**config.mk**
```make
export PLATFORM = sky130hd
export DESIGN_NAME = bpf_core_sched
export DESIGN_NICKNAME = d
export VERILOG_FILES = /design/src/rtl/bpf_sched_pkg.sv /design/src/rtl/bpf_order_fifo.sv /design/src/rtl/bpf_core_sched.sv
export SDC_FILE = /design/constraint.sdc
export NUM_CORES = 1
export LEC_CHECK = 0
export CORE_MARGIN = 2
export CORE_UTILIZATION = 50
export CTS_CLUSTER_DIAMETER = 150
export DETAILED_ROUTE_END_ITERATION = 8
export DONT_BUFFER_PORTS = 1
export GPL_ROUTABILITY_DRIVEN = 0
export GPL_TIMING_DRIVEN = 0
export PLACE_DENSITY = 0.71
export SKIP_LAST_GASP = 1
export SYNTH_ARGS = -nofsm -noshare
export SYNTH_HDL_FRONTEND = slang
export SYNTH_SLANG_ARGS = --single-unit
```
**constraint.sdc**
```tcl
create_clock -name clk -period 8.28 [get_ports clk]
set_clock_uncertainty 0.05 [all_clocks]
set_input_delay 0.414 -clock clk [delete_from_list [all_inputs] [get_ports clk]]
set_output_delay 0.414 -clock clk [all_outputs]
set_load 0.005 [all_outputs]
```
**src/rtl/bpf_sched_pkg.sv**
```systemverilog
// Shared types and constants for the multi-core BPF scheduler.
package bpf_sched_pkg;

    // Life cycle of one core/buffer pair.
    typedef enum logic [1:0] {
        CORE_FREE = 2'd0,
        CORE_FILL = 2'd1,
        CORE_RUN  = 2'd2,
        CORE_DONE = 2'd3
    } core_state_e;

    // Verdict encoding as seen on res_acc.
    localparam logic VERDICT_ACC = 1'b1;
    localparam logic VERDICT_REJ = 1'b0;

    localparam int          TO_CNT_W   = 16;
    localparam logic [15:0] TO_CNT_MAX = 16'hFFFF;

    // Accept only on a clean accept; a simultaneous reject wins.
    function automatic logic resolve_verdict(input logic acc, input logic rej);
        return (acc && !rej) ? VERDICT_ACC : VERDICT_REJ;
    endfunction

endpackage

```
**src/rtl/bpf_order_fifo.sv**
```systemverilog
// Small index FIFO recording packet arrival order (one entry per busy core).
module bpf_order_fifo #(
    parameter int DEPTH = 4,
    parameter int WIDTH = 2
) (
    input  logic             clk,
    input  logic             rst,
    input  logic             push,
    input  logic [WIDTH-1:0] push_data,
    input  logic             pop,
    output logic [WIDTH-1:0] head,
    output logic             empty
);

    localparam int PTR_W = (DEPTH > 1) ? $clog2(DEPTH) : 1;
    localparam int CNT_W = $clog2(DEPTH + 1);
    localparam logic [PTR_W-1:0] PTR_LAST = PTR_W'(DEPTH - 1);

    logic [WIDTH-1:0] mem [DEPTH];
    logic [PTR_W-1:0] wr_ptr;
    logic [PTR_W-1:0] rd_ptr;
    logic [CNT_W-1:0] count;
    logic             do_pop;

    function automatic logic [PTR_W-1:0] ptr_inc(input logic [PTR_W-1:0] p);
        return (p == PTR_LAST) ? '0 : p + PTR_W'(1);
    endfunction

    assign do_pop = pop && (count != '0);
    assign head   = mem[rd_ptr];
    assign empty  = (count == '0);

    // Pointers, occupancy and storage; storage is cleared so head reads 0 after reset.
    always_ff @(posedge clk or negedge rst) begin
        if (!rst) begin
            wr_ptr <= '0;
            rd_ptr <= '0;
            count  <= '0;
            for (int k = 0; k < DEPTH; k++) begin
                mem[k] <= '0;
            end
        end else begin
            if (push) begin
                mem[wr_ptr] <= push_data;
                wr_ptr      <= ptr_inc(wr_ptr);
            end
            if (do_pop) begin
                rd_ptr <= ptr_inc(rd_ptr);
            end
            case ({push, do_pop})
                2'b10:   count <= count + CNT_W'(1);
                2'b01:   count <= count - CNT_W'(1);
                default: count <= count;
            endcase
        end
    end

endmodule

```
**src/rtl/bpf_core_sched.sv**
```systemverilog
// Multi-core BPF front end: allocates core/buffer pairs to ingest, starts
// cores, watchdogs them, and releases verdicts in packet arrival order.
//
//   state     | meaning
//   ----------+---------------------------------------------------------
//   CORE_FREE | idle, may be allocated to ingest
//   CORE_FILL | buffer being written by ingest (at most one core)
//   CORE_RUN  | program executing, watchdog counting
//   CORE_DONE | verdict latched, waiting for its turn on the result port
module bpf_core_sched
    import bpf_sched_pkg::*;
#(
    parameter int N_CORES        = 4,
    parameter int IDX_W          = $clog2(N_CORES),
    parameter int LEN_W          = 32,
    parameter int TIMEOUT_CYCLES = 4096
) (
    input  logic                     clk,
    input  logic                     rst,
    output logic                     alloc_valid,
    output logic [IDX_W-1:0]         wr_idx,
    input  logic                     pkt_done,
    input  logic [LEN_W-1:0]         pkt_len,
    output logic [N_CORES-1:0]       core_start,
    output logic [N_CORES*LEN_W-1:0] core_len,
    output logic [N_CORES-1:0]       core_abort,
    input  logic [N_CORES-1:0]       core_acc,
    input  logic [N_CORES-1:0]       core_rej,
    output logic                     res_valid,
    input  logic                     res_ready,
    output logic                     res_acc,
    output logic [IDX_W-1:0]         res_idx,
    output logic [LEN_W-1:0]         res_len,
    output logic [TO_CNT_W-1:0]      timeout_cnt
);

    localparam int WD_W = $clog2(TIMEOUT_CYCLES);
    localparam logic [WD_W-1:0] WD_LAST = WD_W'(TIMEOUT_CYCLES - 1);

    logic [N_CORES-1:0] fill_vec;
    logic [N_CORES-1:0] free_vec;
    logic [N_CORES-1:0] done_vec;
    logic [N_CORES-1:0] verdict_vec;
    logic [N_CORES-1:0] abort_ev_vec;
    logic [N_CORES-1:0] alloc_sel;
    logic [LEN_W-1:0]   len_arr [N_CORES];
    logic               alloc_found;
    logic               any_fill;
    logic               pkt_take;
    logic               res_pop;
    logic               fifo_empty;
    logic [IDX_W-1:0]   head_idx;
    logic [16:0]        abort_sum;
    logic [16:0]        to_sum;

    assign any_fill    = |fill_vec;
    assign alloc_valid = any_fill;
    assign pkt_take    = pkt_done && any_fill;

    // Lowest-index free core is claimed only while no core is filling.
    always_comb begin
        alloc_sel   = '0;
        alloc_found = 1'b0;
        for (int k = 0; k < N_CORES; k++) begin
            if (!any_fill && !alloc_found && free_vec[k]) begin
                alloc_sel[k] = 1'b1;
                alloc_found  = 1'b1;
            end
        end
    end

    // Encode the (single) filling core onto wr_idx; 0 when none.
    always_comb begin
        wr_idx = '0;
        for (int k = 0; k < N_CORES; k++) begin
            if (fill_vec[k]) begin
                wr_idx = IDX_W'(k);
            end
        end
    end

    bpf_order_fifo #(
        .DEPTH (N_CORES),
        .WIDTH (IDX_W)
    ) u_order_fifo (
        .clk       (clk),
        .rst       (rst),
        .push      (pkt_take),
        .push_data (wr_idx),
        .pop       (res_pop),
        .head      (head_idx),
        .empty     (fifo_empty)
    );

    // Result port always reflects the oldest outstanding packet.
    assign res_valid = !fifo_empty && done_vec[head_idx];
    assign res_pop   = res_valid && res_ready;
    assign res_acc   = verdict_vec[head_idx];
    assign res_idx   = head_idx;
    assign res_len   = len_arr[head_idx];

    for (genvar i = 0; i < N_CORES; i++) begin : g_core
        core_state_e      state_q;
        core_state_e      state_d;
        logic [WD_W-1:0]  wd_q;
        logic [WD_W-1:0]  wd_d;
        logic             verdict_q;
        logic             verdict_d;
        logic [LEN_W-1:0] len_q;
        logic             start_q;
        logic             abort_q;
        logic             start_ev;
        logic             abort_ev;
        logic             take;
        logic             release_core;
        logic             is_free;
        logic             is_fill;
        logic             is_done;

        assign take         = pkt_take && (state_q == CORE_FILL);
        assign release_core = res_pop && (head_idx == IDX_W'(i));

        // State register with watchdog, verdict, length and pulse flops.
        always_ff @(posedge clk or negedge rst) begin
            if (!rst) begin
                state_q   <= CORE_FREE;
                wd_q      <= '0;
                verdict_q <= VERDICT_REJ;
                len_q     <= '0;
                start_q   <= 1'b0;
                abort_q   <= 1'b0;
            end else begin
                state_q   <= state_d;
                wd_q      <= wd_d;
                verdict_q <= verdict_d;
                start_q   <= start_ev;
                abort_q   <= abort_ev;
                if (take) begin
                    len_q <= pkt_len;
                end
            end
        end

        // Next-state logic; a verdict in the expiry cycle beats the watchdog.
        always_comb begin
            state_d   = state_q;
            wd_d      = wd_q;
            verdict_d = verdict_q;
            start_ev  = 1'b0;
            abort_ev  = 1'b0;
            case (state_q)
                CORE_FREE: begin
                    if (alloc_sel[i]) begin
                        state_d = CORE_FILL;
                    end
                end
                CORE_FILL: begin
                    if (take) begin
                        if (pkt_len != '0) begin
                            state_d  = CORE_RUN;
                            wd_d     = '0;
                            start_ev = 1'b1;
                        end else begin
                            state_d   = CORE_DONE;
                            verdict_d = VERDICT_REJ;
                        end
                    end
                end
                CORE_RUN: begin
                    if (core_acc[i] || core_rej[i]) begin
                        state_d   = CORE_DONE;
                        verdict_d = resolve_verdict(core_acc[i], core_rej[i]);
                    end else if (wd_q == WD_LAST) begin
                        state_d   = CORE_DONE;
                        verdict_d = VERDICT_REJ;
                        abort_ev  = 1'b1;
                    end else begin
                        wd_d = wd_q + WD_W'(1);
                    end
                end
                CORE_DONE: begin
                    if (release_core) begin
                        state_d = CORE_FREE;
                    end
                end
                default: state_d = CORE_FREE;
            endcase
        end

        // Output decode of the per-core state.
        always_comb begin
            is_free = (state_q == CORE_FREE);
            is_fill = (state_q == CORE_FILL);
            is_done = (state_q == CORE_DONE);
        end

        assign free_vec[i]                   = is_free;
        assign fill_vec[i]                   = is_fill;
        assign done_vec[i]                   = is_done;
        assign verdict_vec[i]                = verdict_q;
        assign abort_ev_vec[i]               = abort_ev;
        assign len_arr[i]                    = len_q;
        assign core_len[i*LEN_W +: LEN_W]    = len_q;
        assign core_start[i]                 = start_q;
        assign core_abort[i]                 = abort_q;
    end

    // Several cores may expire together; add them all, then saturate.
    always_comb begin
        abort_sum = '0;
        for (int k = 0; k < N_CORES; k++) begin
            abort_sum = abort_sum + 17'(abort_ev_vec[k]);
        end
        to_sum = {1'b0, timeout_cnt} + abort_sum;
    end

    // Saturating watchdog-abort counter.
    always_ff @(posedge clk or negedge rst) begin
        if (!rst) begin
            timeout_cnt <= '0;
        end else begin
            timeout_cnt <= to_sum[16] ? TO_CNT_MAX : to_sum[15:0];
        end
    end

endmodule

```
* After elaboration in Yosys (flattened, before gate mapping)
Cells that the tools add are included.
Operators by class: add/subtract/negate cells 12, order comparisons 5, equality and inequality tests 55, mux-type cells 110, bitwise operators 3, reduce and logical (&&, ||, !) cells 63
Operator list (number):
- $mux 12 | 13
- $pmux 12 s2 | 4
- $bmux 32 s2 | 1
- $mux 32 | 2
- $mux 2 | 27
- $add 12x1->12 const B | 4
- $eq 12x12->1 const B | 4
- $mux 1 | 48
- $ne 2x2->1 const B | 24
- $pmux 2 s4 | 4
- $reduce_and 4->1 | 8
- $reduce_bool 32->1 | 1
- $eq 2x2->1 const B | 13
- $logic_and 1x1->1 | 24
- $reduce_and 5->1 | 4
- $add 16x4->17 | 1
- $mux 16 | 1
- $eq 2x1->1 const B | 6
- $ne 3x3->1 const B | 4
- $logic_not 2->1 | 5
- $reduce_bool 2->1 | 5
- $ge 3x3->1 const B | 3
- $logic_not 1->1 | 9
- $not 2->3 | 3
- other kinds (19) | 30
Word-level totals: register bits 227, input bits 44, output and inout bits 191, logic and storage cells 280

* Longest topological paths before layout
Gate-level depths: netlist (run 1).
depth after elaboration 19, depth in mapped cells 14, depth with buffers taken out 13

* Modules after synthesis
A second synthesis (run 1) with hierarchy kept.
Second synthesis, totals: cell total of the unflattened synthesis 920, area, all modules 11375.9 sq um
By module, submodules not included:
- bpf_core_sched | instances 1, cells an instance 863, area an instance 10611.4 sq um, sequential area each 5305.1 sq um
- bpf_order_fifo | instances 1, cells an instance 57, area an instance 764.5 sq um, sequential area each 375.4 sq um

* Worst setup path before layout (run 1)
OpenSTA, ideal clock, no wires.
path kind register to register, from register g_core[0].state_q[0], to register timeout_cnt[10], library setup time 134 ps, arrival time 3501 ps, data required time 8096 ps, path slack 4595 ps, cell stages (with the launch flop) 15, buffers on the path 1, period minus slack after synthesis 3685 ps, path through dfrtp_1 > inv_1 > ha_1 > or3b_2 > nor4_1 > fa_1 > inv_1 > fa_1 > inv_1 > fa_1 > nand4_1 > nor3_1 > nand3_1 > clkbuf_1 > nand2_1
Between the ends: cells in the longest elaborated chain, start to end 7
RTL lines:
- start, declared | line bpf_core_sched.sv:103 | core_state_e state_q;
- start signal, assigned | line bpf_core_sched.sv:133 | state_q <= state_d;
- $eq 2x2->1 | line bpf_core_sched.sv:151 | case (state_q)
- $mux 1 | line bpf_core_sched.sv:151
- net g_core[0].abort_ev | line bpf_core_sched.sv:113 | logic abort_ev;
- $add 1x1->2 | line bpf_core_sched.sv:212 | abort_sum = abort_sum + 17'(abort_ev_vec[k]);
- $add 2x1->3 | line bpf_core_sched.sv:212
- $add 3x1->4 | line bpf_core_sched.sv:212
- $add 16x4->17 | line bpf_core_sched.sv:214 | to_sum = {1'b0, timeout_cnt} + abort_sum;
- $mux 16 | line bpf_core_sched.sv:222 | timeout_cnt <= to_sum[16] ? TO_CNT_MAX : to_sum[15:0];
- end signal, assigned | line bpf_core_sched.sv:222
- end, declared | line bpf_core_sched.sv:34 | output logic [TO_CNT_W-1:0] timeout_cnt
The timed path passes the listed nets, and every way through them passes these cells. A chain may end at the register's enable or synchronous reset.

* Final worst setup path (run 1)
from register g_core[0].state_q[0], to register timeout_cnt[8]
Same word-level chain as after synthesis.

==> impl_metrics.tcl, run 1 <==
set metrics [dict create \
    initial_utilization_pct 50.6 \
    drt_iter0_drc 547 \
    crit_slowest_cell "nor4_1" \
    fin_util_pct 57.6 \
    drv_cap 0 \
    min_path_type "in -> async" \
    r2r-start "g_core[0].state_q[0]" \
    crit_path_start "g_core[0].state_q[0]" \
    setup_violations 0 \
    r2r_slack_ns 3.78 \
    final_layout_size_suffix_gt1_share_pct 23.6 \
    synth_top_area_share_pct 49.9 \
    cp.depth 14 \
    synth_fp_nets 1015 \
    peakVddDrop_mv 0.231 \
    critPathBufInv 4 \
    worst-setup-path-type "reg -> reg" \
    syn_area_per_cell_um2 12.1 \
    grt_remaining_overflow 0 \
    crit_path_end_kind "flip-flop" \
    row_count 55 \
    grt_max_degree 228 \
    core_area_um2 22500 \
    whs_ns -0.0691 \
    required_ns 8.63 \
    use_met3_pct 5.15 \
    crit_family "simple AND/OR/NAND/NOR gates" \
    drtAntennaViolNets 0 \
    cp_slowest_stage_delay_ns 0.76 \
    hold_viol 60 \
    die_w_um 155 \
    synth-edff-count 0 \
    ctsLongestPathBuffers 3 \
    synth-seq-cells 227 \
    min_period_ns 4.50 \
    slew_headroom_pct 24.2 \
    firstDrtPassIters 4 \
    nets 1077 \
    timing.rr.end "timeout_cnt[8]" \
    cp-endpoint "timeout_cnt[8]" \
    antenna_found_initial 0 \
    use_met2_pct 39.0 \
    yosysSeqAreaShare_pct 49.9 \
    diodes 0 \
    final_common_cell "dfrtp_1" \
    htree_levels 1 \
    path_max_fanout 10 \
    busiest_layer "met2" \
    async_flop_share_pct 100 \
    r2r.worst_path.cells 14 \
    areaGrowthSynthToFinish_pct 13.9 \
    fillerInstances 1817 \
    drc 0 \
    fin_setup_tns_ns 0 \
    path_cells "inv_1 -> ha_1 -> or3b_2 -> nor4_1 -> fa_1 -> inv_1 -> fa_1 -> inv_1 -> fa_1 -> nand4_1 -> nor3_1 -> nand3_1 -> clkbuf_1 -> nand2_1" \
    avgRoutedWirePerCell_um 22.0 \
    post-route-period-util_pct 54.3 \
    clockRootBuffer "clkbuf_16" \
    critPathArrivalTime_ns 4.85 \
    ys_types 61 \
    start_kind "flip-flop" \
    syn_area_um2 11400 \
    power_density_nw_per_um2 383 \
    violations "negative hold slack" \
    grt_pass1_wl_um 46200 \
    numClockSinks 227 \
    yosysWarningCount 0 \
    wl_um 28800 \
    die-height_um 155 \
    p_leak_nw 5.55 \
    dp_hpwl_um 19400 \
    ios 235 \
    synth_top_area_cell "dfrtp_1" \
    final_cell_mix "227 x dfrtp_1, 138 x mux2_2, 71 x nand2_1, 42 x clkbuf_1, 38 x o31ai_1" \
    cts_buffers 26 \
    grt_pass1_vias 8096 \
    dieArea_um2 24000 \
    status "finished with violations" \
    num_vias 8041 \
    cts_tree "yes" \
    grt_use_met1_pct 33.7 \
    synthCells 940 \
    port_buffers 0 \
    clk_latency_ns 0.53 \
    synth_flop_cell "dfrtp_1" \
    tightest_slew_ns 1.14 \
    grtUsageTotal_pct 24.3 \
    netlist_top_cells_area "dfrtp_1 50%, mux2_2 14%, mux4_2 7.1%, ha_1 3.0%, o31ai_1 2.5%" \
    clk_pin_slew_ns 0.06 \
    rsz0062_at_grt "no" \
    max_freq_ghz 0.222 \
    slew_violations 0 \
    viasPerCell 6.16 \
]
-- final cells by class --
cell class / instances / area [um^2] / area share (%)
Multi-Input combinational cell: 626 / 5330 / 41.1
Clock buffer: 40 / 743 / 5.73
Sequential cell: 227 / 5680 / 43.8
Buffer: 50 / 239 / 1.84
Clock inverter: 7 / 121 / 0.936
Tap cell: 285 / 357 / 2.75
Timing Repair Buffer: 34 / 358 / 2.76
Inverter: 37 / 139 / 1.07
-- worst reg2reg max path, cell delays in order (launching register included) --
cell,delay [ns]
dfrtp_1,0.41
inv_1,0.13
ha_1,0.32
or3b_2,0.52
nor4_1,0.76
fa_1,0.54
inv_1,0.07
fa_1,0.20
inv_1,0.06
fa_1,0.45
nand4_1,0.16
nor3_1,0.10
nand3_1,0.16
clkbuf_1,0.36
nand2_1,0.10
-- synthesized netlist by cell type, types with 4 or more instances --
library cell / n
dfrtp_1: 227
mux2_2: 138
nand2_1: 71
o31ai_1: 38
inv_1: 37
mux4_2: 36
nand3_1: 34
nor2_1: 34
clkbuf_1: 32
o21ai_0: 30
ha_1: 27
nor4_1: 19
nor3_1: 13
and3_1: 12
nand2b_1: 12
and2_1: 11
nand4_1: 11
mux2i_1: 9
o211ai_1: 9
a21oi_1: 8
a31oi_1: 8
buf_4: 8
nor2b_1: 8
or3_1: 8
a22o_1: 7
xor2_1: 7
xnor2_1: 6
a21boi_0: 5
buf_2: 5
nor3b_1: 5
or4_1: 5
fa_1: 4
o31a_1: 4
-- state kept, by name (all words and copies together) (netlist names) --
| signal | flops |
|---|---|
| g_core.abort_q | 4 |
| g_core.len_q | 128 |
| g_core.start_q | 4 |
| g_core.state_q | 8 |
| g_core.verdict_q | 4 |
| g_core.wd_q | 48 |
| timeout_cnt | 16 |
| u_order_fifo.count | 3 |
| u_order_fifo.mem | 8 |
| u_order_fifo.rd_ptr | 2 |
| u_order_fifo.wr_ptr | 2 |
-- repair_timing --
item	4_1_cts	5_1_grt
hold buffers	34	0
resized for setup	0	0
buffers inserted	0	0
hold endpoints to repair	355	0
-- power breakdown --
part	internal, mW	leakage [nW]	switching (mW)
Combinational	0.943	2.27	0.869
Clock	0.710	0.422	0.448
Sequential	1.53	2.85	0.467
Total	3.18	5.55	1.78
-- cells by family (layout without fill, tap and decap cells) --
kind of cell,count (synthesis),count (layout),synth area share (%)
DFF,227,227,49.9
adders and majority gates,31,31,3.67
AOI/OAI and AO/OA,140,140,8.71
xor gates and xnor gates,13,13,1.00
buffers and inverters,87,168,3.32
and+or+nand+nor,259,259,11.9
muxes,183,183,21.6
-- how the worst min path moves through the flow --
stage | start | end | cells past startpoint
floorplan | rst | g_core[0].abort_q | 0
global placement | rst | g_core[0].len_q[16] | 0
detailed placement | rst | g_core[2].len_q[15] | 0
CTS | pkt_len[28] | g_core[2].len_q[28] | 1
global route | pkt_len[28] | g_core[2].len_q[28] | 1
finish | rst | g_core[3].len_q[9] | 1
-- per-stage QoR --
stage	total power [mW]	std cells	area [um^2]	worst slack, ns
2_1_floorplan	3.28	940	11400	4.60
3_3_place_gp	3.71	1225	11700	3.73
3_5_place_dp	3.77	1225	11700	3.68
4_1_cts	4.99	1306	13000	3.69
5_1_grt	5.26	1306	13000	3.35
6_report	4.97	1306	13000	3.78
-- per-layer routing --
metal	vias up	routed length (um)
met5	-	0
met4	0	770
met3	60	1770
met2	255	13800
met1	4117	12400
li1	3609	-
No activity file was read; power rests on OpenSTA's default activity.
==> run 2, diff against run 1 <==
--- a/config.mk
+++ b/config.mk
@@ -12,7 +12,7 @@
 export DONT_BUFFER_PORTS = 1
 export GPL_ROUTABILITY_DRIVEN = 0
 export GPL_TIMING_DRIVEN = 0
-export PLACE_DENSITY = 0.71
+export PLACE_DENSITY = 0.74
 export SKIP_LAST_GASP = 1
 export SYNTH_ARGS = -nofsm -noshare
 export SYNTH_HDL_FRONTEND = slang
==> constraint.sdc (replaced) <==
create_clock -name clk -period 3.9 [get_ports clk]
set_clock_uncertainty 0.05 [all_clocks]
set_input_delay 0.195 -clock clk [delete_from_list [all_inputs] [get_ports clk]]
set_output_delay 0.195 -clock clk [all_outputs]
set_load 0.005 [all_outputs]
==> impl_metrics.tcl, run 2 (same netlist as run 1, synthesis figures left out) <==
set metrics [dict create \
    cp_slowest_stage_delay_ns 0.52 \
    crit_path_start "g_core[0].state_q[0]" \
    r2r.worst_path.cells 15 \
    fin_util_pct 58.0 \
    rsz0062_at_grt "no" \
    clk_pin_slew_ns 0.06 \
    timing.rr.end "timeout_cnt[4]" \
    crit_slowest_cell "or3b_2" \
    core_area_um2 22500 \
    max_freq_ghz 0.272 \
    viasPerCell 6.17 \
    violations "negative hold slack" \
    r2r-start "g_core[0].state_q[0]" \
    nets 1089 \
    dieArea_um2 24000 \
    cp-endpoint "timeout_cnt[4]" \
    areaGrowthSynthToFinish_pct 14.6 \
    avgRoutedWirePerCell_um 21.9 \
    cts_buffers 25 \
    hold_viol 227 \
    die_w_um 155 \
    grt_pass1_vias 8342 \
    firstDrtPassIters 5 \
    worst-setup-path-type "reg -> reg" \
    top_register "g_core.len_q" \
    reg_top3 "g_core.len_q: 128 flops, g_core.wd_q: 48 flops, timeout_cnt: 16 flops" \
    numClockSinks 227 \
    peakVddDrop_mv 0.446 \
    grtUsageTotal_pct 24.1 \
    port_buffers 0 \
    grt_remaining_overflow 0 \
    status "finished with violations" \
    dp_hpwl_um 19600 \
    r2r_slack_ns 0.23 \
    p_leak_nw 5.58 \
    setup_violations 0 \
    drv_cap 0 \
    initial_utilization_pct 50.6 \
    ctsLongestPathBuffers 3 \
    required_ns 4.27 \
    final_cell_mix "227 x dfrtp_1, 138 x mux2_2, 71 x nand2_1, 45 x dlygate4sd3_1, 38 x o31ai_1" \
    grt_max_degree 228 \
    path_max_fanout 10 \
    fillerInstances 1802 \
    start_kind "flip-flop" \
    power_density_nw_per_um2 793 \
    final_common_cell "dfrtp_1" \
    row_count 55 \
    tightest_slew_ns 0.927 \
    antenna_found_initial 3 \
    clockRootBuffer "clkbuf_16" \
    ios 235 \
    drtAntennaViolNets 0 \
    final_layout_size_suffix_gt1_share_pct 24.2 \
    min_path_type "in -> async" \
    min_period_ns 3.67 \
    largest_reg_flops 128 \
    drt_iter0_drc 551 \
    post-route-period-util_pct 94.1 \
    die-height_um 155 \
    wl_um 28800 \
    clk_latency_ns 0.53 \
    slew_violations 0 \
    critPathArrivalTime_ns 4.04 \
    whs_ns -0.682 \
    crit_path_end_kind "flip-flop" \
    finalPower_mw 10.4 \
    htree_levels 1 \
    num_vias 8125 \
    hold_buffers 45 \
    slew_headroom_pct 37.7 \
    cts_tree "yes" \
    drc 0 \
    path_cells "inv_2 -> ha_4 -> or3b_2 -> nor4_4 -> buf_4 -> fa_1 -> inv_1 -> fa_1 -> inv_1 -> fa_2 -> nand4_1 -> nor3_2 -> nand3_1 -> buf_4 -> nand2_1" \
    grt_pass1_wl_um 46500 \
]
[run 2: layout make-up]
type	count	area [um^2]	share of cell area [%]
Sequential cell	227	5680	43.5
Multi-Input combinational cell	626	5370	41.1
Clock buffer	36	717	5.49
Timing Repair Buffer	47	465	3.57
Tap cell	285	357	2.73
Buffer	50	243	1.86
Inverter	37	139	1.06
Clock inverter	7	77.6	0.594
Antenna cell	2	5.00	0.0383
[run 2: critical path: cells and delay by family (launching register included)]
| family | cells | cell delay [ns] |
|---|---|---|
| adders and majority gates | 4 | 1.19 |
| buffers and inverters | 5 | 0.64 |
| DFF | 1 | 0.41 |
| and+or+nand+nor | 6 | 1.26 |
[run 2: timing repair]
item,4_1_cts,5_1_grt
pin swaps,1,2
setup buffers,1,1
endpoints found under the hold margin,362,227
resized for setup,5,6
setup endpoints to repair,16,13
[run 2: where the power goes]
group | internal, mW | total [mW] | switching (mW)
Combinational | 2.03 | 3.82 | 1.80
Sequential | 3.25 | 4.24 | 0.994
Clock | 1.34 | 2.29 | 0.943
[run 2: metal layers]
| metal | wire, um | up-vias | track usage, % |
|---|---|---|---|
| met3 | 1780 | 59 | 4.87 |
| met1 | 12500 | 4140 | 33.1 |
| met5 | 13 | - | 0 |
| met2 | 13700 | 298 | 38.8 |
| li1 | - | 3626 | - |
| met4 | 877 | 2 | 8.07 |
[run 2: worst min-delay path by stage]
stage | start | to | slack (ns) | cells past startpoint
after detailed placement | rst | g_core[2].len_q[14] | -0.14 | 0
after global placement | rst | g_core[2].len_q[14] | -0.15 | 0
after global routing | rst | g_core[1].len_q[14] | -0.70 | 0
after CTS | rst | g_core[0].len_q[12] | -0.70 | 0
after floorplan | rst | g_core[0].abort_q | -0.15 | 0
final | rst | g_core[1].len_q[14] | -0.68 | 0
[run 2: through the flow]
| step | TNS (ns) | setup WS, ns | area [um^2] | std cells |
|---|---|---|---|---|
| finish | 0 | 0.230 | 13100 | 1317 |
| global route | 0 | 0.0151 | 13100 | 1316 |
| CTS | 0 | 0.0156 | 13000 | 1314 |
| detailed placement | -9.18 | -0.753 | 11700 | 1225 |
| global placement | -8.46 | -0.697 | 11700 | 1225 |
| floorplan | 0 | 0.215 | 11400 | 940 |
